--- src/rtl/fifo_pkg.sv ---
// Shared width helpers for the multi-channel FIFO.
// The payload is generic, so only the pointer and count widths are derived here.
package fifo_pkg;

  // Pointer width: indexes DEPTH entries and wraps naturally at DEPTH-1 -> 0.
  function automatic int ptr_w(input int depth);
    return $clog2(depth);
  endfunction

  // Count width: must hold 0..DEPTH inclusive, one more state than the pointer.
  function automatic int cnt_w(input int depth);
    return $clog2(depth + 1);
  endfunction

endpackage

--- src/rtl/fifo_chan.sv ---
// One first-word-fall-through FIFO channel.
// It has storage, read/write pointers, an occupancy count, sticky error flags and flag decode.
// Ports:
//   clk, arst_n       clock and synchronous active-low reset
//   flush             clears pointers, count and errors; overrides write/read
//   write, din        push request and data (accepted when full_n)
//   read              pop request (accepted when empty_n)
//   full_n            channel can accept a write
//   almost_full_n     count < DEPTH-AF_MARGIN
//   empty_n, dout     head entry valid / head entry (0 when empty)
//   count             occupancy 0..DEPTH
//   err_ovf, err_udf  sticky overflow / underflow
module fifo_chan
  import fifo_pkg::*;
#(
  parameter int DATA_WIDTH = 8,
  parameter int DEPTH      = 4,
  parameter int AF_MARGIN  = 1
) (
  input  logic                      clk,
  input  logic                      arst_n,
  input  logic                      flush,
  input  logic                      write,
  input  logic [DATA_WIDTH-1:0]     din,
  input  logic                      read,
  output logic                      full_n,
  output logic                      almost_full_n,
  output logic                      empty_n,
  output logic [DATA_WIDTH-1:0]     dout,
  output logic [cnt_w(DEPTH)-1:0]   count,
  output logic                      err_ovf,
  output logic                      err_udf
);

  localparam int PW = ptr_w(DEPTH);
  localparam int CW = cnt_w(DEPTH);
  localparam logic [CW-1:0] FULL_LEVEL = CW'(DEPTH);
  localparam logic [CW-1:0] AF_LEVEL   = CW'(DEPTH - AF_MARGIN);

  logic [DATA_WIDTH-1:0] mem [DEPTH];
  logic [PW-1:0]         wr_ptr;
  logic [PW-1:0]         rd_ptr;
  logic [CW-1:0]         cnt;
  logic                  ovf_q;
  logic                  udf_q;

  // Flags come straight from the registered count, so they are glitch-free
  // relative to the current cycle's requests.
  assign full_n        = (cnt != FULL_LEVEL);
  assign empty_n       = (cnt != '0);
  assign almost_full_n = (cnt < AF_LEVEL);
  assign dout          = empty_n ? mem[rd_ptr] : '0;
  assign count         = cnt;
  assign err_ovf       = ovf_q;
  assign err_udf       = udf_q;

  logic wr_acc;
  logic rd_acc;
  assign wr_acc = write && full_n;
  assign rd_acc = read && empty_n;

  // NOTE: sequential state uses non-blocking assignments so every register
  // samples pre-edge values regardless of statement order.
  always_ff @(posedge clk) begin
    if (!arst_n || flush) begin
      wr_ptr <= '0;
      rd_ptr <= '0;
      cnt    <= '0;
      ovf_q  <= 1'b0;
      udf_q  <= 1'b0;
    end else begin
      if (wr_acc) wr_ptr <= wr_ptr + 1'b1;
      if (rd_acc) rd_ptr <= rd_ptr + 1'b1;
      case ({wr_acc, rd_acc})
        2'b10:   cnt <= cnt + 1'b1;
        2'b01:   cnt <= cnt - 1'b1;
        default: cnt <= cnt;
      endcase
      if (write && !full_n) ovf_q <= 1'b1;
      // A read on an empty channel is only an underflow when it is not paired
      // with an accepted write; in that case it is simply gated by empty_n.
      if (read && !empty_n && !wr_acc) udf_q <= 1'b1;
    end
  end

  // NOTE: storage has no reset; the count and pointers alone decide which
  // entries are meaningful, and dout is forced to 0 while empty.
  always_ff @(posedge clk) begin
    if (arst_n && !flush && wr_acc) mem[wr_ptr] <= din;
  end

endmodule

--- src/rtl/fifo_multi_cnt.sv ---
// M independent FWFT FIFO channels with per-channel count, almost-full, flush
// and sticky error flags. Every port is an unpacked array indexed by channel.
// Ports (per channel [0:M-1]):
//   flush, write, din, read                inputs
//   full_n, almost_full_n, empty_n, dout   status / head data
//   count, err_ovf, err_udf                occupancy and sticky errors
//   clk, arst_n                            shared clock and synchronous active-low reset
module fifo_multi_cnt
  import fifo_pkg::*;
#(
  parameter int M          = 2,
  parameter int DATA_WIDTH = 8,
  parameter int DEPTH      = 4,
  parameter int AF_MARGIN  = 1,
  localparam int CW        = cnt_w(DEPTH)
) (
  input  logic                  clk,
  input  logic                  arst_n,
  input  logic                  flush         [0:M-1],
  output logic                  full_n        [0:M-1],
  output logic                  almost_full_n [0:M-1],
  input  logic                  write         [0:M-1],
  input  logic [DATA_WIDTH-1:0] din           [0:M-1],
  output logic                  empty_n       [0:M-1],
  input  logic                  read          [0:M-1],
  output logic [DATA_WIDTH-1:0] dout          [0:M-1],
  output logic [CW-1:0]         count         [0:M-1],
  output logic                  err_ovf       [0:M-1],
  output logic                  err_udf       [0:M-1]
);

  for (genvar i = 0; i < M; i++) begin : g_chan
    fifo_chan #(
      .DATA_WIDTH (DATA_WIDTH),
      .DEPTH      (DEPTH),
      .AF_MARGIN  (AF_MARGIN)
    ) u_chan (
      .clk           (clk),
      .arst_n        (arst_n),
      .flush         (flush[i]),
      .write         (write[i]),
      .din           (din[i]),
      .read          (read[i]),
      .full_n        (full_n[i]),
      .almost_full_n (almost_full_n[i]),
      .empty_n       (empty_n[i]),
      .dout          (dout[i]),
      .count         (count[i]),
      .err_ovf       (err_ovf[i]),
      .err_udf       (err_udf[i])
    );
  end

endmodule

--- config.mk ---
export PLATFORM = sky130hd
export DESIGN_NAME = fifo_multi_cnt
export DESIGN_NICKNAME = d
export VERILOG_FILES = /design/src/rtl/fifo_pkg.sv /design/src/rtl/fifo_chan.sv /design/src/rtl/fifo_multi_cnt.sv
export SDC_FILE = /design/constraint.sdc
export NUM_CORES = 1
export LEC_CHECK = 0
export CORE_AREA = 5 5 68 131
export CTS_CLUSTER_SIZE = 8
export DETAILED_ROUTE_END_ITERATION = 8
export DIE_AREA = 0 0 73 136
export MAX_ROUTING_LAYER = met4
export PLACE_DENSITY = 0.73
export RECOVER_POWER = 100
export SLEW_MARGIN = 5
export SYNTH_ARGS = -nofsm -noshare
export SYNTH_HDL_FRONTEND = slang
export SYNTH_SLANG_ARGS = --single-unit
--- constraint.sdc ---
create_clock -name clk -period 1.95 [get_ports clk]
set_input_delay 0.2925 -clock clk [delete_from_list [all_inputs] [get_ports clk]]
set_output_delay 0.2925 -clock clk [all_outputs]
set_load 0.005 [all_outputs]
* After elaboration in Yosys (flattened, before gate mapping) *
Memory sizes are Yosys's and may differ from the RTL's. A register that Yosys moved wholly into a read port is not among the register bits.
Cells that the tools add are included.
W data, S select, Z words.

word-level totals
  RAM bits = 64
  memories kept = 2
  bits of input ports = 24
  flip-flop bits (word level) = 18
  logic and storage cells = 69
  output and inout bits = 32

memory list
  memory                depth  bits a word  rd ports  clocked after Yosys merged registers in  wr ports  RTL line         text
  g_chan[0].u_chan.mem  4      8            1         1                                        1         fifo_chan.sv:40  logic [DATA_WIDTH-1:0] mem [DEPTH];
  g_chan[1].u_chan.mem  4      8            1         1                                        1         fifo_chan.sv:40

operators by class
  order comparisons = 2
  reduce and logical (&&, ||, !) cells = 29
  muxes and demuxes = 12
  equality and inequality tests = 6
  $add $sub $neg = 8

operators by type and width
  cell                   count
  $mux W8                2
  $logic_and A1 B1 Y1    14
  $pmux W3 S2            2
  $logic_not A1 Y1       9
  $add A2 B1 Y2 const B  4
  $mux W2                4
  $add A3 B1 Y3 const B  2
  $lt A3 B2 Y1 const B   2
  $ne A3 B3 Y1 const B   2
  $reduce_bool A3 Y1     2
  $sub A3 B1 Y3 const B  2
  $eq A2 B1 Y1 const B   2
  $eq A2 B2 Y1 const B   2
  $mux W1                4
  $reduce_bool A2 Y1     2
  $logic_or A1 B1 Y1     2

* Longest topological paths before layout *
  depth in word-level cells = 5
  gate-level depth with buffers = 9
  mapped depth without buffers = 9

* Hierarchy *
Synthesis repeated with hierarchy kept, for this count alone.

unflattened totals
  cells, all modules = 230
  area, all modules = 3538.4 um2

by module, submodules not included
  module     sequential area each (um2)  instances  area an instance (um2)  cells each
  fifo_chan  1181.1                      2          1769.2                  115

* Least setup slack after synthesis *
Ideal clock, no wire load.

  path type = register to register
  start point = reg g_chan[1].u_chan.cnt[2]
  end point = reg g_chan[1].u_chan.cnt[2]
  cell stages (with the launch flop) = 10
  period minus slack after synthesis = 2.132 ns
  buffers on the path = 0
  required time = 1.880 ns
  setup time = 0.070 ns
  arrival time = 2.063 ns
  setup slack = -0.182 ns
  cell sequence = dfxtp_1 nor3b_1 nor2_1 inv_1 ha_1 inv_1 fa_1 xor2_1 or3_1 a21oi_1

between the ends
  word-level cells in the longest chain between the ends = 4
  elaborated cells between the ends (all ways) = 10
  those cells by class = add/sub (2); eq/ne (3); mux (1); reduce/logical (4)

ends and longest elaborated chain
  item                                                       RTL line                          text
  start, declared                                            fifo_chan.sv:43                   logic [CW-1:0] cnt;
  start signal, assigned                                     fifo_chan.sv:75                   2'b10: cnt <= cnt + 1'b1;
  start signal, assigned                                     fifo_chan.sv:76                   2'b01: cnt <= cnt - 1'b1;
  start signal, assigned                                     fifo_chan.sv:77                   default: cnt <= cnt;
  $ne A3 B3 Y1 / $reduce_bool A3 Y1 (equally long branches)  fifo_chan.sv:49, fifo_chan.sv:50
  $logic_and A1 B1 Y1 (on tied branches)                     fifo_chan.sv:59, fifo_chan.sv:60
  $eq A2 B1 Y1 / $eq A2 B2 Y1 (equally long branches)        fifo_chan.sv:74                   case ({wr_acc, rd_acc})
  $pmux W3 S2 / $reduce_bool A2 Y1 (equally long branches)   --

Parallel ways exist; a longest one is shown, timed or not.
A chain may end at the register's enable or synchronous reset.

==> summary.md <==
| Metric | Value |
|---|---|
| Min-delay src | `g_chan[1].u_chan.err_ovf` |
| Mean Syn Cell Area | `14.96 sq um` |
| R2r setup slk | `0 ns` |
| Fmax | `494.7 MHz` |
| Fin area | `4977 sq um` |
| Period utilization | `103.7%` |
| Mapped cell area | `3590 sq um` |
| Vias/cell | `5.047` |
| Clock Root Buffer | `clkbuf_16` |
| Worst EP required | `1.66 ns` |
| Cts bufs inserted | `9` |
| Worst-path clk slew | `0.06 ns` |
| Clock power share | `41.4%` |
| Post-synth EDFFs | `64` |
| DR iter-0 viols | `around 130` |
| Post-synth top area share | `53.54%` |
| Netlist cell types | `26` |
| First-pass GRT wire length | `roughly 12,000 um` |
| Clock skew | `~0.0035 ns` |
| Drt first pass iters | `4` |
| Fin nets | `about 380` |
| Pin count of the biggest net entering global routing | `16` |
| Power Total | `4.029 mW` |
| Die width | `73 um` |
| Mapped Nets | `approximately 280` |
| Sequential share of power | `49.7%` |
| Bufs on Longest Clock Path | `2` |
| Asr flop ratio synth | `0%` |
| Leak | `roughly 1.9 nW` |
| Worst Path Arrival | `1.73 ns` |
| Slew @ Worst Pin | `0.4448 ns` |
| Hold violation count in the final report | `0` |
| Largest cells by area after synthesis | `edfxtp_1 (54%), dfxtp_1 (12%), mux4_2 (10%)` |
| Min Tclk post-route | `2.022 ns` |
| Layout cells sized above 1 | `between 30% and 40%` |
| ANT cells | `0` |
| CP Max Fanout | `5` |
| Detail Route Antenna Nets | `0` |
| CTS H-tree lvls | `3` |
| CP peak stage delay | `0.49 ns` |
| Ys Warns | `0` |
| Core area | `7828 sq um` |
| Total grt overflow | `0` |
| All-Layer GR Usage | `between 15 and 20%` |
| Routed WL | `7217 um` |
| Vias in the first global route | `2,473` |
| Worst Hold Class | `flop to flop` |
| Most used DFF post-synth | `edfxtp_1` |
| Switch share | `21.12%` |
| Most common cell in the netlist | `edfxtp_1` |
| CP max stage cell | `mux4_2` |
| # setup viols final | `3` |
| Peak supply drop | `0.5139 mV` |
| Outcome | `finished with violations` |
| Minimum setup slack in the final design | `-0.07154 ns` |
| R2R Path Start | `g_chan[0].u_chan.count[1]` |
| Pint | `3.178 mW` |
| Max Cap Viol | `0` |
| Utilization after layout | `between 60% and 70%` |
| Final max-slew violation count | `0` |
| Mapped Cells | `240` |
| Die area | `slightly below 10,000 sq um` |
| Logic pwr share | `8.9%` |
| PwrDens | `809.5 nW/um^2` |
| Placed cell areas | `4563 sq um` |
| Yosys top cell by area | `edfxtp_1` |
| Slew margin rel. | `between 70% and 80%` |
| Global placement routability congestion | `0.8125` |
| Cell mode on critical path | `buf_12` |
| CTS tree | `yes` |
| Port buffer count | `55` |
| Area grow syn2layout | `38.65%` |
| WL/cell | `roughly 16 um` |
| Cell Chain, Critical Path | `buf_12 > buf_6 > buf_12 > mux4_2 > nor2b_4 > buf_2` |
| Clock Sinks | `86` |
| Initial Util | `about 46%` |
| Failing checks | `setup timing` |
| RSZ-0062 raised after global routing | `true` |
| Row Count | `46` |
| Crit. End Element | `primary output` |
| Synth Register Bits | `between 80 and 90` |
| Post-synth top cells | `edfxtp_1 (64), dfxtp_1 (22), nor2b_1 (19)` |
| Crit Path Class | `flop to primary output` |
| Die Height | `136 um` |
| Net Sw Power | `0.8510 mW` |
| Seq/Total Area, Yosys | `between 60 and 70%` |
| Initial antenna violation count | `0` |
| Routed vias | `2,251` |
| Worst skew pair latency | `0.33 ns` |
| HPWL Detailed | `4790 um` |
| CP startpoint kind | `flop` |
| IO Pins | `between 50 and 60` |
| DRC violations left | `0` |
## layout make-up
| class | instances | area, sq um |
|---|---|---|
| Tap cell | 96 | 120.1 |
| Inverter | 18 | 67.56 |
| Fill cell | 612 | 2850 |
| Sequential cell | 86 | 2380 |
| Timing Repair Buffer | 112 | 998.5 |
| Multi-Input combinational cell | 118 | 1112 |
| Clock buffer | 9 | 225.2 |
| Clock inverter | 7 | 73.82 |
## critical path, delay by kind of cell (launching register included)
family	cells	cell delay (ns)
buffers and inverters	4	0.43
DFF	1	0.34
and+or+nand+nor	1	0.14
muxes	1	0.49
## per-stage QoR
stage | TNS [ns] | hold WS (ns) | std cells | worst slack [ns]
2_1_floorplan | 0 | 0.3914 | 240 | 0.005463
3_3_place_gp | -0.4792 | 0.4543 | 409 | -0.2302
3_5_place_dp | -0.7643 | 0.4609 | 409 | -0.3257
4_1_cts | -0.2642 | 0.4827 | 440 | -0.09012
5_1_grt | -1.101 | 0.5283 | 446 | -0.1197
6_report | -0.1332 | 0.4682 | 446 | -0.07154
## state kept, by name, summed over array words and instances (netlist names), named ones only
| register | count |
|---|---|
| g_chan.u_chan.mem | 64 |
| g_chan.u_chan.count | 6 |
| g_chan.u_chan.rd_ptr | 4 |
| g_chan.u_chan.wr_ptr | 4 |
| g_chan.u_chan.err_ovf | 2 |
| g_chan.u_chan.err_udf | 2 |
## layer usage
metal  wire length, um  share of wire (%)  global-route usage [%]
met1              2790                 39                   18.50
met2              3931                 54                   27.52
met3               360                5.0                   4.071
met4               136                1.9                   6.879
met5                 0                  0                       -
## placed cells by master, fill, tap and decap left out, types with 2 or more instances in the layout
master           Yosys  layout
mux4_2              16      16
or3_1                4       4
clkbuf_2             0       4
o21ai_0             10      10
a21oi_2              0       2
nand2_1              4       4
a31oi_1              2       2
nand4_1              2       2
buf_2                4      15
dfxtp_2              0       2
buf_6                0       5
nor3b_4              0       2
buf_12               0       7
and3_1               8       8
dlygate4sd3_1        0      26
xor2_1               4       4
dfxtp_1             22      16
a21oi_1             12      10
clkdlybuf4s50_1      0      12
edfxtp_1            64      64
inv_1               18      17
o31ai_1              2       2
dlymetal6s2s_1       0       3
nor2b_4              0       4
nand2b_1             2       2
clkbuf_4             0       2
clkbuf_1             4       5
nand3_1              2       2
clkinvlp_4           0       3
dfxtp_4              0       4
clkbuf_16            0       9
buf_4               10      32
or4b_1               2       2
nor2_1              12      12
ha_1                10       9
nor2b_1             19      15
fa_2                 0       2
## path summary, 6_finish.rpt
path,end,cells after the start
max,dout[2],6
min,g_chan[1].u_chan.err_ovf,2
max reg2reg,g_chan[0].u_chan.count[2],9
min reg2reg,g_chan[1].u_chan.err_ovf,2
## power groups by stage
stage / Sequential [mW] / Combinational [mW] / Clock (mW)
detailed placement: 2.05 / 0.343 / 0
floorplan: 2.05 / 0.138 / 0
global route: 2.00 / 0.394 / 1.78
global placement: 2.05 / 0.334 / 0
finish: 2.00 / 0.358 / 1.67
CTS: 2.00 / 0.364 / 1.71
## cell families after synthesis
group / share of synthesized area [%]
muxes: 10.04
buffers and inverters: 4.949
AOI/OAI and AO/OA: 3.834
xor gates and xnor gates: 0.9758
and+or+nand+nor: 9.794
DFF: 65.81
adders and majority gates: 4.601
## repair_timing
item,in CTS,in global routing
resized for setup,82,10
hold buffers,0,0
pin swaps,5,1
setup endpoints to repair,19,49
setup buffers,15,7
Power figures use the tool's default switching activity.
